`config.mk`:
```
export PLATFORM = sky130hd
export DESIGN_NAME = m6502_step_ctrl
export DESIGN_NICKNAME = d
export VERILOG_FILES = /design/src/rtl/m6502_db_pkg.sv /design/src/rtl/m6502_step_ctrl_sw_debounce.sv /design/src/rtl/m6502_step_ctrl.sv
export SDC_FILE = /design/constraint.sdc
export NUM_CORES = 1
export LEC_CHECK = 0
export CAP_MARGIN = 40
export CORE_MARGIN = 3
export CORE_UTILIZATION = 48
export CTS_CLUSTER_SIZE = 25
export DETAILED_ROUTE_END_ITERATION = 8
export PLACE_DENSITY_LB_ADDON = 0.2
export SYNTH_ARGS = -nofsm -noshare
export SYNTH_HDL_FRONTEND = slang
export SYNTH_SLANG_ARGS = --single-unit
export TNS_END_PERCENT = 1
```
`constraint.sdc`:
```
create_clock -name PHI2 -period 3.1 [get_ports PHI2]
set_clock_uncertainty 0.05 [all_clocks]
set_input_delay 0.31 -clock PHI2 [delete_from_list [all_inputs] [get_ports PHI2]]
set_output_delay 0.31 -clock PHI2 [all_outputs]
set_load 0.005 [all_outputs]
```
`src/rtl/m6502_db_pkg.sv`:
```
// Shared definitions for the 6502 single-step controller.
// Holds the controller state encoding and the default widths / debounce
// length used by m6502_step_ctrl and sw_debounce.
package m6502_db_pkg;

  localparam int ADDR_W_DEF     = 16;
  localparam int STEP_W_DEF     = 8;
  localparam int DEB_CYCLES_DEF = 1000;

  // RUN : CPU free-running (RDY=1)
  // HALT: CPU held (RDY=0)
  // STEP: one released bus cycle
  // INST: released until a number of instruction fetches have been counted
  typedef enum logic [1:0] {
    ST_RUN  = 2'd0,
    ST_HALT = 2'd1,
    ST_STEP = 2'd2,
    ST_INST = 2'd3
  } step_state_t;

endpackage

```
`src/rtl/m6502_step_ctrl_sw_debounce.sv`:
```
// sw_debounce: front end for one raw front-panel switch.
// Ports:
//   clk   in  clock (PHI2)
//   rst_n in  asynchronous active-low reset
//   raw   in  raw switch level (idle = 1)
//   deb   out debounced level, resets to 1
//   press out one-cycle pulse on the debounced 1->0 edge
// The raw level passes a 2-FF synchroniser; the debounced level follows it
// only after the two have disagreed for DEB_CYCLES consecutive cycles.
module sw_debounce
  import m6502_db_pkg::*;
#(
  parameter int DEB_CYCLES = DEB_CYCLES_DEF
) (
  input  logic clk,
  input  logic rst_n,
  input  logic raw,
  output logic deb,
  output logic press
);

  localparam int CNT_W = $clog2(DEB_CYCLES);
  localparam logic [CNT_W-1:0] CNT_LAST = CNT_W'(DEB_CYCLES - 1);

  logic             sync1_reg;
  logic             sync2_reg;
  logic             deb_reg;
  logic             press_reg;
  logic [CNT_W-1:0] cnt_reg;

  always_ff @(posedge clk or negedge rst_n) begin
    if (!rst_n) begin
      sync1_reg <= 1'b1;
      sync2_reg <= 1'b1;
      deb_reg   <= 1'b1;
      press_reg <= 1'b0;
      cnt_reg   <= '0;
    end else begin
      sync1_reg <= raw;
      sync2_reg <= sync1_reg;
      press_reg <= 1'b0;
      if (sync2_reg != deb_reg) begin
        // This edge is the DEB_CYCLES-th consecutive disagreement.
        if (cnt_reg == CNT_LAST) begin
          deb_reg   <= sync2_reg;
          cnt_reg   <= '0;
          press_reg <= ~sync2_reg;
        end else begin
          cnt_reg <= cnt_reg + 1'b1;
        end
      end else begin
        cnt_reg <= '0;
      end
    end
  end

  assign deb   = deb_reg;
  assign press = press_reg;

endmodule

```
`src/rtl/m6502_step_ctrl.sv`:
```
// m6502_step_ctrl: run / halt / single-cycle / N-instruction controller that
// drives the 6502 RDY line, with an address breakpoint.
// Ports:
//   PHI2        in  clock; RESET_N in async active-low reset
//   RUN_SW      in  raw run(1)/halt(0) switch
//   SC_N, SI_N  in  raw single-cycle / single-instruction buttons (low=pressed)
//   SYNC_N, W_N in  inverted SYNC and R/W from the CPU
//   ADDR        in  CPU address bus
//   BP_EN, BP_ADDR in breakpoint enable / address
//   STEP_COUNT  in  instructions per SI press (0 behaves as 1)
//   RDY, HALTED out registered CPU ready / halted flag
//   LED_SYN_N, LED_WR_N, LED_BRK_N out active-low status LEDs
module m6502_step_ctrl
  import m6502_db_pkg::*;
#(
  parameter int ADDR_W     = ADDR_W_DEF,
  parameter int STEP_W     = STEP_W_DEF,
  parameter int DEB_CYCLES = DEB_CYCLES_DEF
) (
  input  logic              PHI2,
  input  logic              RESET_N,
  input  logic              RUN_SW,
  input  logic              SC_N,
  input  logic              SI_N,
  input  logic              SYNC_N,
  input  logic              W_N,
  input  logic [ADDR_W-1:0] ADDR,
  input  logic              BP_EN,
  input  logic [ADDR_W-1:0] BP_ADDR,
  input  logic [STEP_W-1:0] STEP_COUNT,
  output logic              RDY,
  output logic              HALTED,
  output logic              LED_SYN_N,
  output logic              LED_WR_N,
  output logic              LED_BRK_N
);

  // Index 0 = RUN_SW, 1 = SC_N, 2 = SI_N
  logic [2:0] raw_vec;
  logic [2:0] deb_vec;
  logic [2:0] press_vec;
  logic [2:0] unused_bits;

  assign raw_vec = {SI_N, SC_N, RUN_SW};

  genvar gi;
  generate
    for (gi = 0; gi < 3; gi++) begin : g_deb
      sw_debounce #(
        .DEB_CYCLES(DEB_CYCLES)
      ) u_deb (
        .clk  (PHI2),
        .rst_n(RESET_N),
        .raw  (raw_vec[gi]),
        .deb  (deb_vec[gi]),
        .press(press_vec[gi])
      );
    end
  endgenerate

  // Debounced button levels and the run-switch edge are not needed here.
  assign unused_bits = {deb_vec[2:1], press_vec[0]};

  logic              run_db;
  logic              sc_press;
  logic              si_press;
  logic              sync;
  logic              bp_hit;
  logic [STEP_W-1:0] step_load;

  assign run_db    = deb_vec[0];
  assign sc_press  = press_vec[1];
  assign si_press  = press_vec[2];
  assign sync      = ~SYNC_N;
  assign bp_hit    = BP_EN & sync & (ADDR == BP_ADDR);
  assign step_load = (STEP_COUNT == '0) ? STEP_W'(1) : STEP_COUNT;

  step_state_t       state_reg;
  logic              rdy_reg;
  logic              halted_reg;
  logic              brk_reg;
  logic              first_reg;   // first cycle after leaving HALT
  logic [STEP_W-1:0] cnt_reg;
  logic              led_syn_reg;
  logic              led_wr_reg;
  logic              led_brk_reg;

  always_ff @(posedge PHI2 or negedge RESET_N) begin
    if (!RESET_N) begin
      state_reg   <= ST_RUN;
      rdy_reg     <= 1'b1;
      halted_reg  <= 1'b0;
      brk_reg     <= 1'b0;
      first_reg   <= 1'b0;
      cnt_reg     <= '0;
      led_syn_reg <= 1'b1;
      led_wr_reg  <= 1'b1;
      led_brk_reg <= 1'b1;
    end else begin
      first_reg  <= 1'b0;
      led_wr_reg <= W_N;
      case (state_reg)
        ST_RUN: begin
          // The first cycle after HALT is skipped so a CPU parked on the
          // breakpoint address can move off it.
          if (!first_reg && sync && (!run_db || bp_hit)) begin
            state_reg   <= ST_HALT;
            rdy_reg     <= 1'b0;
            halted_reg  <= 1'b1;
            brk_reg     <= bp_hit;
            led_brk_reg <= ~bp_hit;
            led_syn_reg <= 1'b0;
          end
        end
        ST_HALT: begin
          led_syn_reg <= ~sync;
          // Any exit clears the breakpoint flag and arms the skip cycle.
          if (run_db || sc_press || si_press) begin
            rdy_reg     <= 1'b1;
            halted_reg  <= 1'b0;
            brk_reg     <= 1'b0;
            first_reg   <= 1'b1;
            led_brk_reg <= 1'b1;
            led_syn_reg <= 1'b1;
          end
          // Priority: run switch, then SC over SI on a shared edge.
          if (run_db) begin
            state_reg <= ST_RUN;
          end else if (sc_press) begin
            state_reg <= ST_STEP;
          end else if (si_press) begin
            state_reg <= ST_INST;
            cnt_reg   <= step_load;
          end
        end
        ST_STEP: begin
          if (run_db) begin
            state_reg <= ST_RUN;
          end else begin
            state_reg   <= ST_HALT;
            rdy_reg     <= 1'b0;
            halted_reg  <= 1'b1;
            led_syn_reg <= ~sync;
          end
        end
        ST_INST: begin
          if (run_db) begin
            state_reg <= ST_RUN;
            cnt_reg   <= '0;
          end else if (!first_reg && sync) begin
            if (cnt_reg == STEP_W'(1) || bp_hit) begin
              state_reg   <= ST_HALT;
              rdy_reg     <= 1'b0;
              halted_reg  <= 1'b1;
              cnt_reg     <= '0;
              brk_reg     <= bp_hit;
              led_brk_reg <= ~bp_hit;
              led_syn_reg <= 1'b0;
            end else begin
              cnt_reg <= cnt_reg - 1'b1;
            end
          end
        end
        default: begin
          state_reg  <= ST_RUN;
          rdy_reg    <= 1'b1;
          halted_reg <= 1'b0;
        end
      endcase
    end
  end

  assign RDY       = rdy_reg;
  assign HALTED    = halted_reg;
  assign LED_SYN_N = led_syn_reg;
  assign LED_WR_N  = led_wr_reg;
  assign LED_BRK_N = led_brk_reg;

endmodule

```
## Word level (Yosys, flattened, before mapping)

Index checks and enable logic that the tools add are counted.

| storage, ports and cells | value |
|---|---|
| flip-flop bits (word level) | 57 |
| latch bits | 0 |
| bits in writable memories | 0 |
| memory bits (read-only) | 0 |
| output and inout port bits | 5 |
| logic and storage cells | 126 |
| memories kept | 0 |

| operators by class | value |
|---|---|
| $add $sub $neg | 4 |
| multipliers | 0 |
| div/mod/pow operators | 0 |
| magnitude comparators | 0 |
| equality and inequality tests | 23 |
| shifts and indexed selects | 0 |
| multiplexer cells | 51 |
| bitwise logic cells | 6 |
| reduce and logical (&&, ||, !) cells | 20 |

Operators by type and width:

| operator | count |
|---|---|
| $mux 10 | 6 |
| $mux 8 | 7 |
| $add 10x1->10 const B | 3 |
| $eq 10x10->1 const B | 3 |
| $mux 1 | 25 |
| $eq 16x16->1 | 1 |
| $ne 2x2->1 const B | 8 |
| $pmux 8 s2 | 1 |
| $mux 2 | 7 |
| $pmux 1 s4 | 3 |
| $reduce_and 6->1 | 2 |
| $reduce_and 5->1 | 2 |
| $eq 8x1->1 const B | 1 |
| $logic_not 8->1 | 1 |
| $pmux 2 s4 | 1 |
| $sub 8x1->8 const B | 1 |
| $ne 3x2->1 const B | 2 |
| $reduce_and 2->1 | 3 |
| $eq 2x2->1 const B | 2 |
| $logic_or 1x1->1 | 4 |
| $ne 4x1->1 const B | 1 |
| $not 1->1 | 4 |
| $reduce_and 4->1 | 1 |
| $ne 1x1->1 | 3 |
| 9 further kinds | 12 |

## Logic depth before layout (Yosys ltp)

Gate-level depths: netlist of the first run.

| depth | value |
|---|---|
| depth in word-level cells | 8 |
| depth in mapped cells | 9 |
| depth with buffers taken out | 8 |

## By module

A second synthesis of the first run with hierarchy kept.

| unflattened totals | value |
|---|---|
| cells, all modules | 328 |
| area total of the unflattened synthesis | 3303.2 um^2 |

Modules (own cells, without submodules):

| module | times used | cells each | area each (um^2) |
|---|---|---|---|
| m6502_step_ctrl | 1 | 151 | 1352.5 |
| sw_debounce (g_deb[0].u_deb ...) | 2 | 58 | 650.6 |
| sw_debounce (g_deb[2].u_deb) | 1 | 61 | 649.4 |

## Least setup slack after synthesis of the first run

OpenSTA, ideal clock, no wires.

| path | value |
|---|---|
| kind | reg2reg |
| start point | register state_reg[1] |
| end point | register cnt_reg[6] |
| setup time | 126 ps |
| arrival time | 1941 ps |
| data required time | 2924 ps |
| path slack | 983 ps |
| stages on the path, launching flop included | 9 |
| cell sequence | dfrtp_1 > inv_1 > ha_1 > clkbuf_2 > inv_1 > nor4b_1 > o22a_1 > o21ai_1 > a221o_1 |

| between the ends | value |
|---|---|
| longest elaborated chain between the ends | 3 |
| elaborated cells on any way between the ends | 9 |

RTL lines:

| what | line | RTL |
|---|---|---|
| from (decl) | m6502_step_ctrl.sv:78 | `step_state_t state_reg;` |
| from (signal assigned) | m6502_step_ctrl.sv:90 | `state_reg <= ST_RUN;` |
| from (signal assigned) | m6502_step_ctrl.sv:107 | `state_reg <= ST_HALT;` |
| from (signal assigned) | m6502_step_ctrl.sv:128 | `state_reg <= ST_RUN;` |
| $eq 2x2->1 / $eq 2x1->1 (equally long branches) | -- |  |
| $ne 3x2->1 (no source line), or another cell as far along | -- |  |
| $reduce_and 5->1 (no source line) | -- |  |
| to (signal assigned) | m6502_step_ctrl.sv:133 | `cnt_reg <= step_load;` |
| to (signal assigned) | m6502_step_ctrl.sv:160 | `cnt_reg <= cnt_reg - 1'b1;` |
| to (decl) | m6502_step_ctrl.sv:83 | `logic [STEP_W-1:0] cnt_reg;` |

Several ways; a longest one is shown, not always the timed one.
A chain may end at the register's enable or synchronous reset.

## Final worst setup path of the first run

Same ends and word-level chain as after synthesis.

==> results.yml, run 1 <==
clock_tree:
  clockBufferDepth: 2
  cts.repair.resized: 0
  cts_tree: "yes"
  clk_pin_slew_ps: 70
  htreeDepth: 3
  cts-buffers-inserted: 9
  clock_sinks: 57
  insertion_delay_ps: 330
  cts_root_buf: "clkbuf_8"
  post_cts.repair.setup_buffers: 0
  cts-hold-fix-buffers: 1
logic_synthesis:
  ys_seq_elements: 57
  ys_types: 56
  synth_ff_type: "dfrtp_1"
  postSynthAreaPerCell_um2: 10.05
  synthArstFlopShare_pct: 100.0
  synth_nets: 367
  ys_warn_count: 0
  synth-edff-count: 0
  netlist_area_um2: 3107
  synth.area.top_cells: "dfrtp_1 35%, dfstp_2 11%, xor2_1 7.6%, nor2_1 5.6%, xnor2_1 4.5%"
  synth_top_area_cell: "dfrtp_1"
  ys_seq_area_share_pct: 46.44
  netlist_instances: 309
  synth_top_area_share_pct: 35.44
layout:
  final_common_cell: "clkdlybuf4s50_1"
  final_cell_mix: "51 x clkdlybuf4s50_1, 46 x nor2_1, 44 x dfrtp_1, 27 x xor2_1, 16 x xnor2_1"
  antenna_cells: 0
  drive_above_1_share_pct: 13.10
  final_core_util_pct: 63.94
  largest_register_ffs: 30
  area_delta_synth_final_pct: 25.45
  final_nets: 427
floorplan:
  start_util_pct: 50.96
  io_pins: 53
  coreArea_um2: 6096
  num_rows: 28
  fp.dieW_um: 86.45
  fp.dieH_um: 86.45
  dieArea_um2: 7474
worst_hold_path:
  min_path_type: "register to register"
  min_from: "g_deb[0].u_deb.sync1_reg"
grt:
  grt_pass1_vias: 2396
  grt_start_max_net_pins: 42
  overflow: 0
  antenna_found_initial: 0
  grt_usage_pct: 18.39
  grt_pass1_wl_um: 10730
placement:
  port_buffers: 52
  finalWeightedCongestion: 0.9352
  hpwl_um: 4725
timing:
  relSlewSlack_pct: 60.30
  fin_crit_ps: 2461
  rsz0062_at_grt: "no"
  fmax_ghz: 0.4064
  setup_viol: 0
  setup_tns_ps: 0
  finalHoldViolations: 0
  worst_pin_slew_ps: 595.6
  fin_crit_sh_pct: 79.37
  drv_slew: 0
routing:
  num_vias: 2404
  drc_errors: 0
  wl_per_cell_um: 14.05
  totalWireLength_um: 6309
  vias_per_cell: 5.354
  drt-pass1-iter-count: 4
  drt_iter0_drc: 94
  final_antenna_net_count: 0
setup_path:
  startpoint: "state_reg[1]"
  cp.required_ps: 3270
  start_kind: "register"
  regToRegStartpoint: "state_reg[1]"
  cp-end-kind: "register"
  crit_fanout: 9
  worstPathArrival_ps: 2630
  critPathKind: "register to register"
power:
  p_leak_nw: 1.665
  total_power_mw: 1.552
  peakVddDrop_mv: 0.4129
  p_per_area_nw_per_um2: 398.2
flow_run:
  drv_cap: 0
run_status:
  status: "finished, final reports clean"
-- area by class of cell --
cell class              count  area (um2)
flip-flops and latches     57        1443
multi-input cells         233        1592
repair buffers             54       533.0
clock buffers              13       168.9
inverters                  14       52.55
fillers                   531        2198
well taps                  75       93.84
clock inverters             3       15.01
-- worst max-delay path, cell delays in order (launching register included) --
cell and delay, ps:
dfrtp_1 430, inv_1 120, ha_1 340, inv_1 110
nor4b_1 450, o22a_1 370, o21ai_1 130, a221o_1 360
-- power by group --
group	switching (mW)	internal [mW]
clock	0.282	0.351
sequential	0.0109	0.763
combinational	0.0608	0.0828
-- per-stage QoR --
stage,hold slack (ps),cell area [um2],std cells,setup WS [ps]
final,296.5,3897,449,639.4
after global routing,291.0,3897,449,440.6
after CTS,298.8,3897,449,655.7
after detailed placement,200.3,3704,432,641.0
after global placement,191.2,3704,432,663.0
after floorplan,-35.59,3107,309,983.2
-- Yosys cell counts (all sizes together) (5+ instances only) --
library cell and n:
a21oi 10, and3 7, dfrtp 44, dfstp 13
ha 10, inv 14, nand2 15, nand3 8
nor2 47, nor3 13, nor3b 8, nor4 7
o21ai 10, or3 5, xnor2 16, xor2 27
-- routing by layer --
metal  wire, um  track usage, %  up-vias
met4        116           7.649        0
met2       2918           29.62       62
met1       2912           23.42     1128
met3        362           4.943       13
met5          0               0        -
li1           -               -     1201
-- path summary, 6_finish.rpt --
path	end	slack, ps	cells past startpoint
max	cnt_reg[6]	640	7
min	g_deb[0].u_deb.sync2_reg	300	0
max reg2reg	cnt_reg[6]	640	7
min reg2reg	g_deb[0].u_deb.sync2_reg	300	0
max in group asynchronous	g_deb[2].u_deb.sync1_reg	1780	3
min in group asynchronous	g_deb[0].u_deb.cnt_reg[4]	370	2
-- cells by family after synthesis --
family                     after synthesis  share of synthesized area (%)
adders and majority gates               10                          4.027
buffers and inverters                   19                          2.336
AOI/OAI and AO/OA                       44                          11.00
and+or+nand+nor                        131                          22.19
DFF                                     57                          46.44
muxes                                    5                          1.893
xor gates and xnor gates                43                          12.12
Note: power is estimated with default switching activity, not from simulation.
==> inputs of run 2 (changes only) <==
clock period = 2.1 ns   (was 3.1 ns; I/O delays follow)
==> run 2 against run 1 <==
Effect of this change: routed wire length is 5.5% higher; critical endpoint is now cnt_reg[4]; final area rose by 4.6%; largest power group unchanged; sequential cell count is the same; sequential power grew 47%; die area did not move; fmax increased by 18%; clock-buffer cell count is the same; global-route usage rose by 0.69 points.
==> results.yml, run 2 (synthesized netlist as in run 1, its figures left out) <==
run_status:
  status: "finished, final reports clean"
layout:
  drive_above_1_share_pct: 18.62
  final_common_cell: "clkdlybuf4s50_1"
  largest_register_ffs: 30
  final_nets: 445
  area_delta_synth_final_pct: 31.21
  final_cell_mix: "51 x clkdlybuf4s50_1, 46 x nor2_1, 44 x dfrtp_1, 27 x xor2_1, 19 x buf_4"
  antenna_cells: 0
  final_core_util_pct: 66.87
  design_area_um2: 4076
  n_fill_cell: 503
floorplan:
  fp.dieW_um: 86.45
  num_rows: 28
  coreArea_um2: 6096
  io_pins: 53
  dieArea_um2: 7474
  start_util_pct: 50.96
  fp.dieH_um: 86.45
clock_tree:
  insertion_delay_ps: 330
  htreeDepth: 3
  cts_root_buf: "clkbuf_8"
  clockBufferDepth: 2
  cts-buffers-inserted: 9
  clk_pin_slew_ps: 60
  cts_tree: "yes"
  clock_sinks: 57
setup_path:
  cp-end-kind: "register"
  start_kind: "register"
  cp_cell_sequence: "or4_4, o41ai_4, nor2_2, o21ai_4, nor3_2, a221o_1"
  slowest_stage: "or4_4"
  crit_fanout: 8
  worstPathArrival_ps: 2250
  critPathKind: "register to register"
  max_stage_delay_ps: 570
  cp.required_ps: 2260
power:
  seq_power_share_pct: 49.9
  p_int_mw: 1.775
  p_sw_mw: 0.5158
  p_leak_nw: 1.764
  p_per_area_nw_per_um2: 562.1
  power_switching_share_pct: 22.51
  pwr-share-clk_pct: 40.4
  power_frac_comb_pct: 9.7
  peakVddDrop_mv: 0.3927
timing:
  fin_crit_ps: 2087
  fin_crit_sh_pct: 99.36
  drv_slew: 0
  relSlewSlack_pct: 64.39
  fmax_ghz: 0.4792
  setup_tns_ps: 0
  rsz0062_at_grt: "yes"
  finalHoldViolations: 0
  setup_viol: 0
  hold_slack_ps: 240.5
  worst_pin_slew_ps: 534.2
routing:
  num_vias: 2479
  wl_per_cell_um: 14.25
  totalWireLength_um: 6657
  drt_iter0_drc: 124
  final_antenna_net_count: 0
  vias_per_cell: 5.308
  drt-pass1-iter-count: 4
  drc_errors: 0
placement:
  port_buffers: 52
  hpwl_um: 4981
  post_dp_cell_area_um2: 3845
  finalWeightedCongestion: 0.8169
grt:
  grt_start_max_net_pins: 26
  grt_pass1_wl_um: 11160
  antenna_found_initial: 0
  grt_pass1_vias: 2440
  overflow: 0
  grt_usage_pct: 19.07
worst_hold_path:
  min_path_type: "primary input to register"
flow_run:
  drv_cap: 0
-- run 2: metrics by stage --
step                      worst slack (ps)  total power, mW  std cells
after floorplan                      82.58            1.233        309
after global placement              -212.8            1.379        450
after detailed placement            -230.9            1.384        450
after CTS                            17.43            2.326        467
after global routing                -89.29            2.407        467
final                                13.39            2.291        467
-- run 2: layout make-up --
cell class	instances	area [um2]	share of cell area (%)
Timing Repair Buffer	72	668.1	16.39
Multi-Input combinational cell	233	1635	40.12
Tap cell	75	93.84	2.302
Clock buffer	13	168.9	4.144
Clock inverter	3	15.01	0.3683
Inverter	14	52.55	1.289
Sequential cell	57	1443	35.39
-- run 2: what timing repair did --
item / CTS / global route
buffers inserted: 0 / 0
gates resized for setup: 2 / 6
setup endpoints to repair: 2 / 10
hold buffers: 1 / 0
hold endpoints to repair: 18 / 0
pin swaps: 0 / 2
-- run 2: path summary, 6_finish.rpt --
kind                                     startpoint                  endpoint  slack [ps]  depth (start not counted)
max                                      cnt_reg[5]                cnt_reg[4]          10                          6
min                                          RUN_SW  g_deb[0].u_deb.sync1_reg         240                          1
max reg2reg                              cnt_reg[5]                cnt_reg[4]          10                          6
min reg2reg                g_deb[0].u_deb.sync1_reg  g_deb[0].u_deb.sync2_reg         300                          0
max in group asynchronous                   RESET_N                 LED_BRK_N         930                          3
min in group asynchronous                   RESET_N                    HALTED         360                          2
-- run 2: worst max-delay path: cells and delay by family, from the launching register on --
kind / cells / cell delay (ps)
AOI/OAI and AO/OA: 3 / 780
DFF: 1 / 370
and+or+nand+nor: 3 / 770
-- run 2: layer usage --
metal / wire, um / part of all wire [%] / track usage, % / vias to the layer above
li1: - / - / - / 1230
met5: 0 / 0 / 0 / -
met3: 458 / 6.9 / 5.894 / 11
met2: 3036 / 46 / 29.35 / 66
met1: 3047 / 46 / 25.34 / 1172
met4: 115 / 1.7 / 7.224 / 0
-- run 2: power by group through the flow --
stage | clock network (mW) | registers, mW | logic, mW
after floorplan | 0 | 1.16 | 0.0749
after global placement | 0 | 1.16 | 0.218
after detailed placement | 0 | 1.16 | 0.222
after CTS | 0.958 | 1.14 | 0.225
after global routing | 1.02 | 1.15 | 0.247
final | 0.926 | 1.14 | 0.222
==> inputs of run 3 (changes only) <==
CORE_UTILIZATION = 45   (was 48)
==> run 3 against run 2 <==
Effect of this change: the run now ends with setup timing left; routed wire length fell by 2.7%; non-clock buffer count fell by 2; via count fell by 1.3%; hold slack got worse by 2.1 ps; first-iteration DRC count fell by 27%; total power rose by 5.7%; critical path depth did not move; clock-buffer cell count rose by 1; worst setup slack got worse by 40 ps; final cell count did not move; critical endpoint unchanged; highest routed layer unchanged.
==> results.yml, run 3 (synthesized netlist as in run 1, its figures left out) <==
routing:
  drt_iter0_drc: 90
  drc_errors: 0
  final_antenna_net_count: 0
  totalWireLength_um: 6479
  drt-pass1-iter-count: 4
  wl_per_cell_um: 13.87
  num_vias: 2448
  vias_per_cell: 5.242
grt:
  grt_start_max_net_pins: 58
  grt_pass1_vias: 2504
  antenna_found_initial: 0
  grt_pass1_wl_um: 10720
  overflow: 0
  grt_usage_pct: 17.52
floorplan:
  num_rows: 29
  start_util_pct: 47.57
  io_pins: 53
  dieArea_um2: 7937
  fp.dieH_um: 89.09
  coreArea_um2: 6531
  fp.dieW_um: 89.09
clock_tree:
  cts_tree: "yes"
  post_cts.repair.setup_buffers: 0
  cts.repair.resized: 0
  cts-buffers-inserted: 9
  insertion_delay_ps: 330
  clk_pin_slew_ps: 70
  clock_sinks: 57
  clockBufferDepth: 2
  cts_root_buf: "clkbuf_8"
  htreeDepth: 3
timing:
  fin_ws_ps: -26.55
  setup_tns_ps: -35.69
  fin_crit_sh_pct: 101.3
  setup_viol: 2
  worst_pin_slew_ps: 688.8
  relSlewSlack_pct: 54.08
  fin_crit_ps: 2127
  finalHoldViolations: 0
  rsz0062_at_grt: "yes"
  drv_slew: 0
  fmax_ghz: 0.4702
  hold_slack_ps: 238.3
worst_hold_path:
  min_path_type: "primary input to register"
  min_from: "RUN_SW"
  worstHoldEndpoint: "g_deb[0].u_deb.sync1_reg"
  hold_depth: 1
setup_path:
  worstPathArrival_ps: 2300
  ff2ff_setup_slack_ps: -30
  crit_fanout: 8
  cp.required_ps: 2270
  cp-end-kind: "register"
  rr_worst_depth: 6
  critPathKind: "register to register"
  slowest_stage: "or4_4"
  max_stage_delay_ps: 570
  start_kind: "register"
  regToRegStartpoint: "cnt_reg[5]"
  reg2reg_to: "cnt_reg[4]"
  cp_cell_sequence: "or4_4, o41ai_4, nor2_2, o21ai_4, nor3_2, a221o_1"
power:
  p_leak_nw: 1.754
  peakVddDrop_mv: 0.5380
  p_per_area_nw_per_um2: 597.9
placement:
  finalWeightedCongestion: 0.8951
  port_buffers: 52
  hpwl_um: 4809
  pre_cts_ws_ps: -276.9
  post_dp_cell_area_um2: 3832
layout:
  final_nets: 443
  antenna_cells: 0
  final_cell_mix: "51 x clkdlybuf4s50_1, 46 x nor2_1, 44 x dfrtp_1, 27 x xor2_1, 17 x buf_4"
  drive_above_1_share_pct: 16.67
  area_delta_synth_final_pct: 30.37
  largest_register_ffs: 30
  design_area_um2: 4050
  final_common_cell: "clkdlybuf4s50_1"
flow_run:
  drv_cap: 0
run_status:
  failed_checks: "setup timing"
  status: "finished, violations left"
==> run 3: cell types whose count changed in the layout (fill, tap and decap cells not counted), sizes merged <==
cell,change
buf,-2
clkinv,-2
bufinv,+1
clkbuf,+1
==> run 3: where the power goes <==
part / total, mW / switching, mW / internal, mW
Sequential: 1.14 / 0.0155 / 1.13
Clock: 1.06 / 0.413 / 0.644
Combinational: 0.221 / 0.0908 / 0.130
==> run 3: worst max-delay path by stage <==
stage / cells after the start / slack, ps / endpoint / startpoint
6_report: 6 / -30 / cnt_reg[4] / cnt_reg[5]
5_1_grt: 6 / -110 / cnt_reg[4] / cnt_reg[5]
4_1_cts: 6 / -40 / cnt_reg[4] / cnt_reg[5]
3_5_place_dp: 8 / -280 / LED_BRK_N / BP_ADDR[13]
3_3_place_gp: 7 / -250 / cnt_reg[3] / BP_ADDR[9]
2_1_floorplan: 8 / 80 / cnt_reg[6] / state_reg[1]
==> run 3: layout make-up <==
class                      instances  area [um2]
fill                             561        2481
tap                               77       96.34
multi-input combinational        233        1598
clock buffer                      14       172.7
inverter                          14       52.55
clock inverter                     2       35.03
sequential                        57        1443
timing repair buffer              70       653.1
==> run 3: repair_timing <==
| item | 4_1_cts | 5_1_grt |
|---|---|---|
| setup endpoints to repair | 3 | 11 |
| pin swaps | 0 | 1 |
| hold buffers | 1 | 0 |
| endpoints found under the hold margin | 44 | 0 |
==> run 3: critical path, delay by kind of cell, from the launching register on <==
family,cells,cell delay (ps)
AOI/OAI and AO/OA,3,820
DFF,1,380
and+or+nand+nor,3,760
==> run 3: metal layers <==
| layer | track usage, % | vias up | wire (um) |
|---|---|---|---|
| li1 | - | 1228 | - |
| met1 | 20.82 | 1151 | 2930 |
| met2 | 29.67 | 62 | 3053 |
| met3 | 4.424 | 7 | 427 |
| met4 | 8.254 | 0 | 68 |
| met5 | 0 | - | 0 |
==> run 3: per-stage QoR <==
step | total power [mW] | utilization (%) | cells
final | 2.422 | 62.01 | 467
after global routing | 2.531 | 62.01 | 467
after CTS | 2.456 | 62.01 | 467
after detailed placement | 1.384 | 58.68 | 450
after global placement | 1.379 | 58.68 | 450
after floorplan | 1.233 | - | 309
